===== src/rtl/serializador_tx_if.sv =====
// rtl/serializador_tx_if.sv - load handshake and serial line bundle for serializador_tx
interface serializador_tx_if #(
  parameter int WIDTH = 4
);
  logic [WIDTH-1:0] Din;
  logic             load;
  logic             ready;
  logic             Dout_serie;
  logic             Dout_valid;
  logic             ultimo;

  modport master (
    output Din,
    output load,
    input  ready,
    input  Dout_serie,
    input  Dout_valid,
    input  ultimo
  );

  modport slave (
    input  Din,
    input  load,
    output ready,
    output Dout_serie,
    output Dout_valid,
    output ultimo
  );
endinterface


===== src/rtl/serializador_tx.sv =====
// rtl/serializador_tx.sv - MSB-first parallel-to-serial transmitter, one bit per clock
// Optional even-parity trailer bit enabled by defining SERIALIZADOR_PARITY_EN.
module serializador_tx #(
  parameter int WIDTH = 4
) (
  input  logic               clk,
  input  logic               reset,
  serializador_tx_if.slave   bus
);
  localparam int CW = (WIDTH > 2) ? $clog2(WIDTH) : 1;

  typedef enum logic [1:0] {
    IDLE   = 2'd0,
    SHIFT  = 2'd1,
    PARITY = 2'd2
  } state_t;

  state_t           state_q, state_d;
  logic [WIDTH-1:0] sr_q, sr_d;
  logic [CW-1:0]    cnt_q, cnt_d;
  logic             last_bit;
  logic             accept;
  logic             serie;

`ifdef SERIALIZADOR_PARITY_EN
  logic par_q, par_d;

  // The trailer bit is the frame's final bit, so the reload window moves to it.
  assign last_bit = (state_q == PARITY);
`else
  assign last_bit = (state_q == SHIFT) && (cnt_q == '0);
`endif

  assign bus.ready      = (state_q == IDLE) || last_bit;
  assign accept         = bus.load && bus.ready;
  assign bus.Dout_valid = (state_q != IDLE);
  assign bus.ultimo     = last_bit;
  assign bus.Dout_serie = serie;

  always_comb begin
    serie = 1'b0;
    case (state_q)
      SHIFT:   serie = sr_q[WIDTH-1];
`ifdef SERIALIZADOR_PARITY_EN
      PARITY:  serie = par_q;
`endif
      default: serie = 1'b0;
    endcase
  end

  always_comb begin
    state_d = state_q;
    sr_d    = sr_q;
    cnt_d   = cnt_q;
`ifdef SERIALIZADOR_PARITY_EN
    par_d   = par_q;
`endif
    case (state_q)
      SHIFT: begin
        sr_d  = {sr_q[WIDTH-2:0], 1'b0};
        cnt_d = cnt_q - CW'(1);
        if (cnt_q == '0) begin
          cnt_d = '0;
`ifdef SERIALIZADOR_PARITY_EN
          state_d = PARITY;
`else
          state_d = IDLE;
`endif
        end
      end
      default: state_d = IDLE;
    endcase
    // A load in the final-bit cycle overrides the frame end, giving gapless frames.
    if (accept) begin
      state_d = SHIFT;
      sr_d    = bus.Din;
      cnt_d   = CW'(WIDTH - 1);
`ifdef SERIALIZADOR_PARITY_EN
      par_d   = ^bus.Din;
`endif
    end
  end

  always_ff @(posedge clk or negedge reset) begin
    if (!reset) begin
      state_q <= IDLE;
      sr_q    <= '0;
      cnt_q   <= '0;
`ifdef SERIALIZADOR_PARITY_EN
      par_q   <= 1'b0;
`endif
    end else begin
      state_q <= state_d;
      sr_q    <= sr_d;
      cnt_q   <= cnt_d;
`ifdef SERIALIZADOR_PARITY_EN
      par_q   <= par_d;
`endif
    end
  end
endmodule

===== src/flat_wrapper.sv =====
// flat-port wrapper written by rule: the top's interface ports become plain ports
module serializador_tx_flat 
#(
  parameter int WIDTH = 4
)
  (clk, reset, bus_Din, bus_load, bus_ready, bus_Dout_serie, bus_Dout_valid, bus_ultimo);
  serializador_tx_if #(.WIDTH(WIDTH)) bus_i ();
  input  logic clk;
  input  logic reset;
  input wire logic [$bits(bus_i.Din)-1:0] bus_Din;
  input wire logic [$bits(bus_i.load)-1:0] bus_load;
  output wire logic [$bits(bus_i.ready)-1:0] bus_ready;
  output wire logic [$bits(bus_i.Dout_serie)-1:0] bus_Dout_serie;
  output wire logic [$bits(bus_i.Dout_valid)-1:0] bus_Dout_valid;
  output wire logic [$bits(bus_i.ultimo)-1:0] bus_ultimo;
  assign bus_i.Din = bus_Din;
  assign bus_i.load = bus_load;
  assign bus_ready = bus_i.ready;
  assign bus_Dout_serie = bus_i.Dout_serie;
  assign bus_Dout_valid = bus_i.Dout_valid;
  assign bus_ultimo = bus_i.ultimo;
  serializador_tx #(.WIDTH(WIDTH)) u_core (.clk(clk), .reset(reset), .bus(bus_i));
endmodule

===== config.mk =====
export PLATFORM = sky130hd
export DESIGN_NAME = serializador_tx_flat
export DESIGN_NICKNAME = d
export VERILOG_FILES = /design/src/rtl/serializador_tx_if.sv /design/src/rtl/serializador_tx.sv /design/src/flat_wrapper.sv
export SDC_FILE = /design/constraint.sdc
export NUM_CORES = 1
export LEC_CHECK = 0
export CORE_AREA = 5 5 42 44
export CTS_CLUSTER_DIAMETER = 30
export DETAILED_ROUTE_END_ITERATION = 12
export DIE_AREA = 0 0 47 49
export GPL_ROUTABILITY_DRIVEN = 0
export PLACE_DENSITY_LB_ADDON = 0.12
export SLEW_MARGIN = 20
export SYNTH_ARGS = -nofsm -noshare
export SYNTH_HDL_FRONTEND = slang
export SYNTH_SLANG_ARGS = --single-unit

===== constraint.sdc =====
create_clock -name clk -period 1.1 [get_ports clk]
set_input_delay 0.275 -clock clk [delete_from_list [all_inputs] [get_ports clk]]
set_output_delay 0.275 -clock clk [all_outputs]
set_load 0.01 [all_outputs]

==> flow_metrics.py <==
metrics = {
    "timing": {
        "fmax_mhz": 756.1,
        "timing.final.ws_setup_ns": -0.2225,
        "slew_headroom": 0.7168,
        "grt_setup_unrepaired": "true",
        "fin_crit_sh": 1.202,
        "final_max_slew_viol_count": 0,
        "finalSetupViolCount": 7,
        "clock_skew_ns": 0.006523,
        "worst_slew_pin_slew_ns": 0.4242,
        "period_needed_ns": 1.323,
        "hold_viol": 0,
    },
    "yosys": {
        "synth-seq-cells": 7,
        "synthesis.instances": 32,
        "avgSynthCellArea_um2": 11.42,
        "ys_seq_area_frac": 0.4795,
        "synth_warnings": 0,
        "syn-num-nets": 39,
        "syn_area_um2": 365.4,
        "synthDistinctLibCells": 16,
    },
    "power_and_ir_drop": {
        "power_density_mw_per_mm2": 2842,
        "ir_drop_uv": 1355,
        "clockPowerShare": 0.133,
        "pwr-share-seq": 0.293,
        "switching_share": 0.3561,
        "power.internal_mw": 1.083,
        "p_comb_frac": 0.574,
        "netSwitchingPower_uw": 599.1,
        "p_leak_nw": 0.2863,
        "total_power_mw": 1.682,
    },
    "finish": {
        "n_fill_cell": 147,
        "multi_input_area_um2": 191.4,
        "layout_common_cells": "dfrtp_1 (6), clkdlybuf4s50_1 (5), buf_6 (5), buf_4 (5)",
        "final_area_um2": 591.8,
        "fin_util": 0.4223,
        "drive_gt1_frac": 0.4808,
        "antennaDiodeCount": 0,
        "ff_latch_area_um2": 176.4,
        "nNetsFinal": 60,
        "area_delta_synth_final_pct": 61.99,
        "final_common_cell": "dfrtp_1",
    },
    "setup_path": {
        "reg2reg_to": "u_core.sr_q[1]$_DFFE_PN0P_",
        "rrSetupSlack_ns": -0.17,
        "critical_path_class": "reg2out",
        "cp-start-kind": "flop",
        "cp-end-kind": "output port",
        "crit_arrival_ns": 1.05,
        "path_max_fanout": 3,
        "critical_path_required_ns": 0.82,
        "r2r_cells": 5,
        "crit-reg2reg-launch": "u_core.state_q[0]$_DFFE_PN0P_",
    },
    "route": {
        "via_per_inst": 4.912,
        "wl_per_cell_um": 12.38,
        "firstDrtPassIters": 3,
        "num_vias": 334,
        "wl_um": 842,
        "route.detailed.drc": 0,
        "ant_nets": 0,
        "first_iter_violations": 6,
    },
    "clocking": {
        "cts_max_level": 1,
        "cts_sinks": 7,
        "numCtsBuffers": 3,
        "cts_hold_buf": 0,
        "cts.clk_slew.worst_paths_ns": 0.05,
        "cts_tree": "yes",
        "clockBufferDepth": 2,
        "clkLatencyLatePin_ns": 0.25,
        "cts_root_buf": "clkbuf_4",
    },
    "floorplanning": {
        "die-height_um": 49,
        "core_region_area_mm2": 0.001401,
        "fp.dieW_um": 47,
        "ios": 11,
        "die_area_mm2": 0.002303,
        "rows": 14,
        "initial_utilization": 0.2607,
    },
    "global_routing": {
        "grt_overflow_total": 0,
        "first_global_vias": 362,
        "antenna_found_initial": 0,
        "grt_pass1_wl_mm": 1.524,
        "grt_usage": 0.09020,
        "grt_max_degree": 11,
    },
    "flow_run": {
        "maxCapViolations": 0,
    },
    "place": {
        "io_buffers": 10,
        "dp.final_hpwl_um": 623.3,
        "dpl-instance-area_um2": 511.7,
    },
    "status": {
        "violations": "setup timing",
        "status": "finished with violations",
    },
    "worst_hold_path": {
        "hp-class": "in2async",
    },
}
## per-layer routing
metal	global-route usage	up-vias	routed length (um)
li1	-	157	-
met1	0.1084	167	343
met2	0.1448	10	438
met3	0.04428	0	60
met4	0.01382	0	0
met5	0	-	0
## cell usage after synthesis, drive strengths merged
| master | count | area, um^2 |
|---|---|---|
| a31oi | 3 | 18.77 |
| mux2 | 3 | 45.04 |
| xor2 | 1 | 8.760 |
| o22ai | 3 | 18.77 |
| inv | 3 | 11.26 |
| o21ai | 1 | 16.27 |
| and2 | 1 | 6.260 |
| nor2 | 2 | 7.510 |
| a32o | 1 | 10.01 |
| buf | 2 | 16.26 |
| nor3b | 1 | 7.510 |
| nand2b | 1 | 6.260 |
| dfrtp | 7 | 175.2 |
| a21oi | 2 | 10.01 |
| a211oi | 1 | 7.510 |
## metrics by stage
step / setup WS [ns] / TNS (ns) / cells / hold WS [ns]
2_1_floorplan: -0.01542 / -0.04627 / 32 / -0.02059
3_3_place_gp: -0.3124 / -2.160 / 61 / 0.4997
3_5_place_dp: -0.3376 / -2.409 / 61 / 0.5127
4_1_cts: -0.2308 / -1.068 / 69 / 0.2933
5_1_grt: -0.2648 / -1.376 / 68 / 0.3172
6_report: -0.2225 / -0.9957 / 68 / 0.2865
## power by group through the flow
stage	Clock [mW]	Sequential (mW)	Combinational (mW)
detailed placement	0	0.496	0.801
finish	0.224	0.492	0.966
global route	0.248	0.507	1.07
CTS	0.235	0.488	0.990
floorplan	0	0.487	0.462
global placement	0	0.482	0.790
## layout make-up
cell class              instances  area share
multi-input cells              20      0.3235
inverters                       3     0.01903
well taps                      16     0.03383
repair buffers                 18      0.2812
clock buffers                   4     0.04440
flip-flops and latches          7      0.2981
## registers in the layout, indices dropped and copies added (netlist names)
| signal | flops |
|---|---|
| u_core.state_q | 1 |
| u_core.sr_q | 4 |
| u_core.cnt_q | 2 |
## what timing repair did
action                                  in CTS  in global routing
endpoints found under the hold margin        0                  0
gates resized for setup                     24                  4
endpoints found under the setup margin       7                 10
pin swaps                                    2                  2
buffers inserted                             4                  0
## worst max-delay path by stage
stage	from	to	slack [ns]	cells past startpoint
CTS	u_core.state_q[0]$_DFFE_PN0P_	bus_ultimo	-0.23	3
global placement	u_core.cnt_q[1]$_DFFE_PN0P_	bus_ultimo	-0.31	2
global route	u_core.state_q[0]$_DFFE_PN0P_	bus_ultimo	-0.26	3
finish	u_core.state_q[0]$_DFFE_PN0P_	bus_ultimo	-0.22	3
detailed placement	u_core.state_q[0]$_DFFE_PN0P_	bus_ultimo	-0.34	2
floorplan	u_core.state_q[0]$_DFFE_PN0P_	u_core.sr_q[1]$_DFFE_PN0P_	-0.02	4
## critical path: stages, from the launching register on
cell and delay, ns:
dfrtp_1 0.40, buf_6 0.13, nor3b_2 0.14, buf_2 0.14
## logic make-up (layout without fill, tap and decap cells)
| group | count (synthesis) | in the layout | share of synthesized area |
|---|---|---|---|
| flip-flops | 7 | 7 | 0.4795 |
| AND/OR/NAND/NOR | 5 | 5 | 0.07538 |
| buffers and inverters | 5 | 25 | 0.07532 |
| XOR/XNOR | 1 | 1 | 0.02398 |
| AO/OA/AOI/OAI | 11 | 11 | 0.2226 |
| multiplexers | 3 | 3 | 0.1233 |
Power figures use the tool's default switching activity.
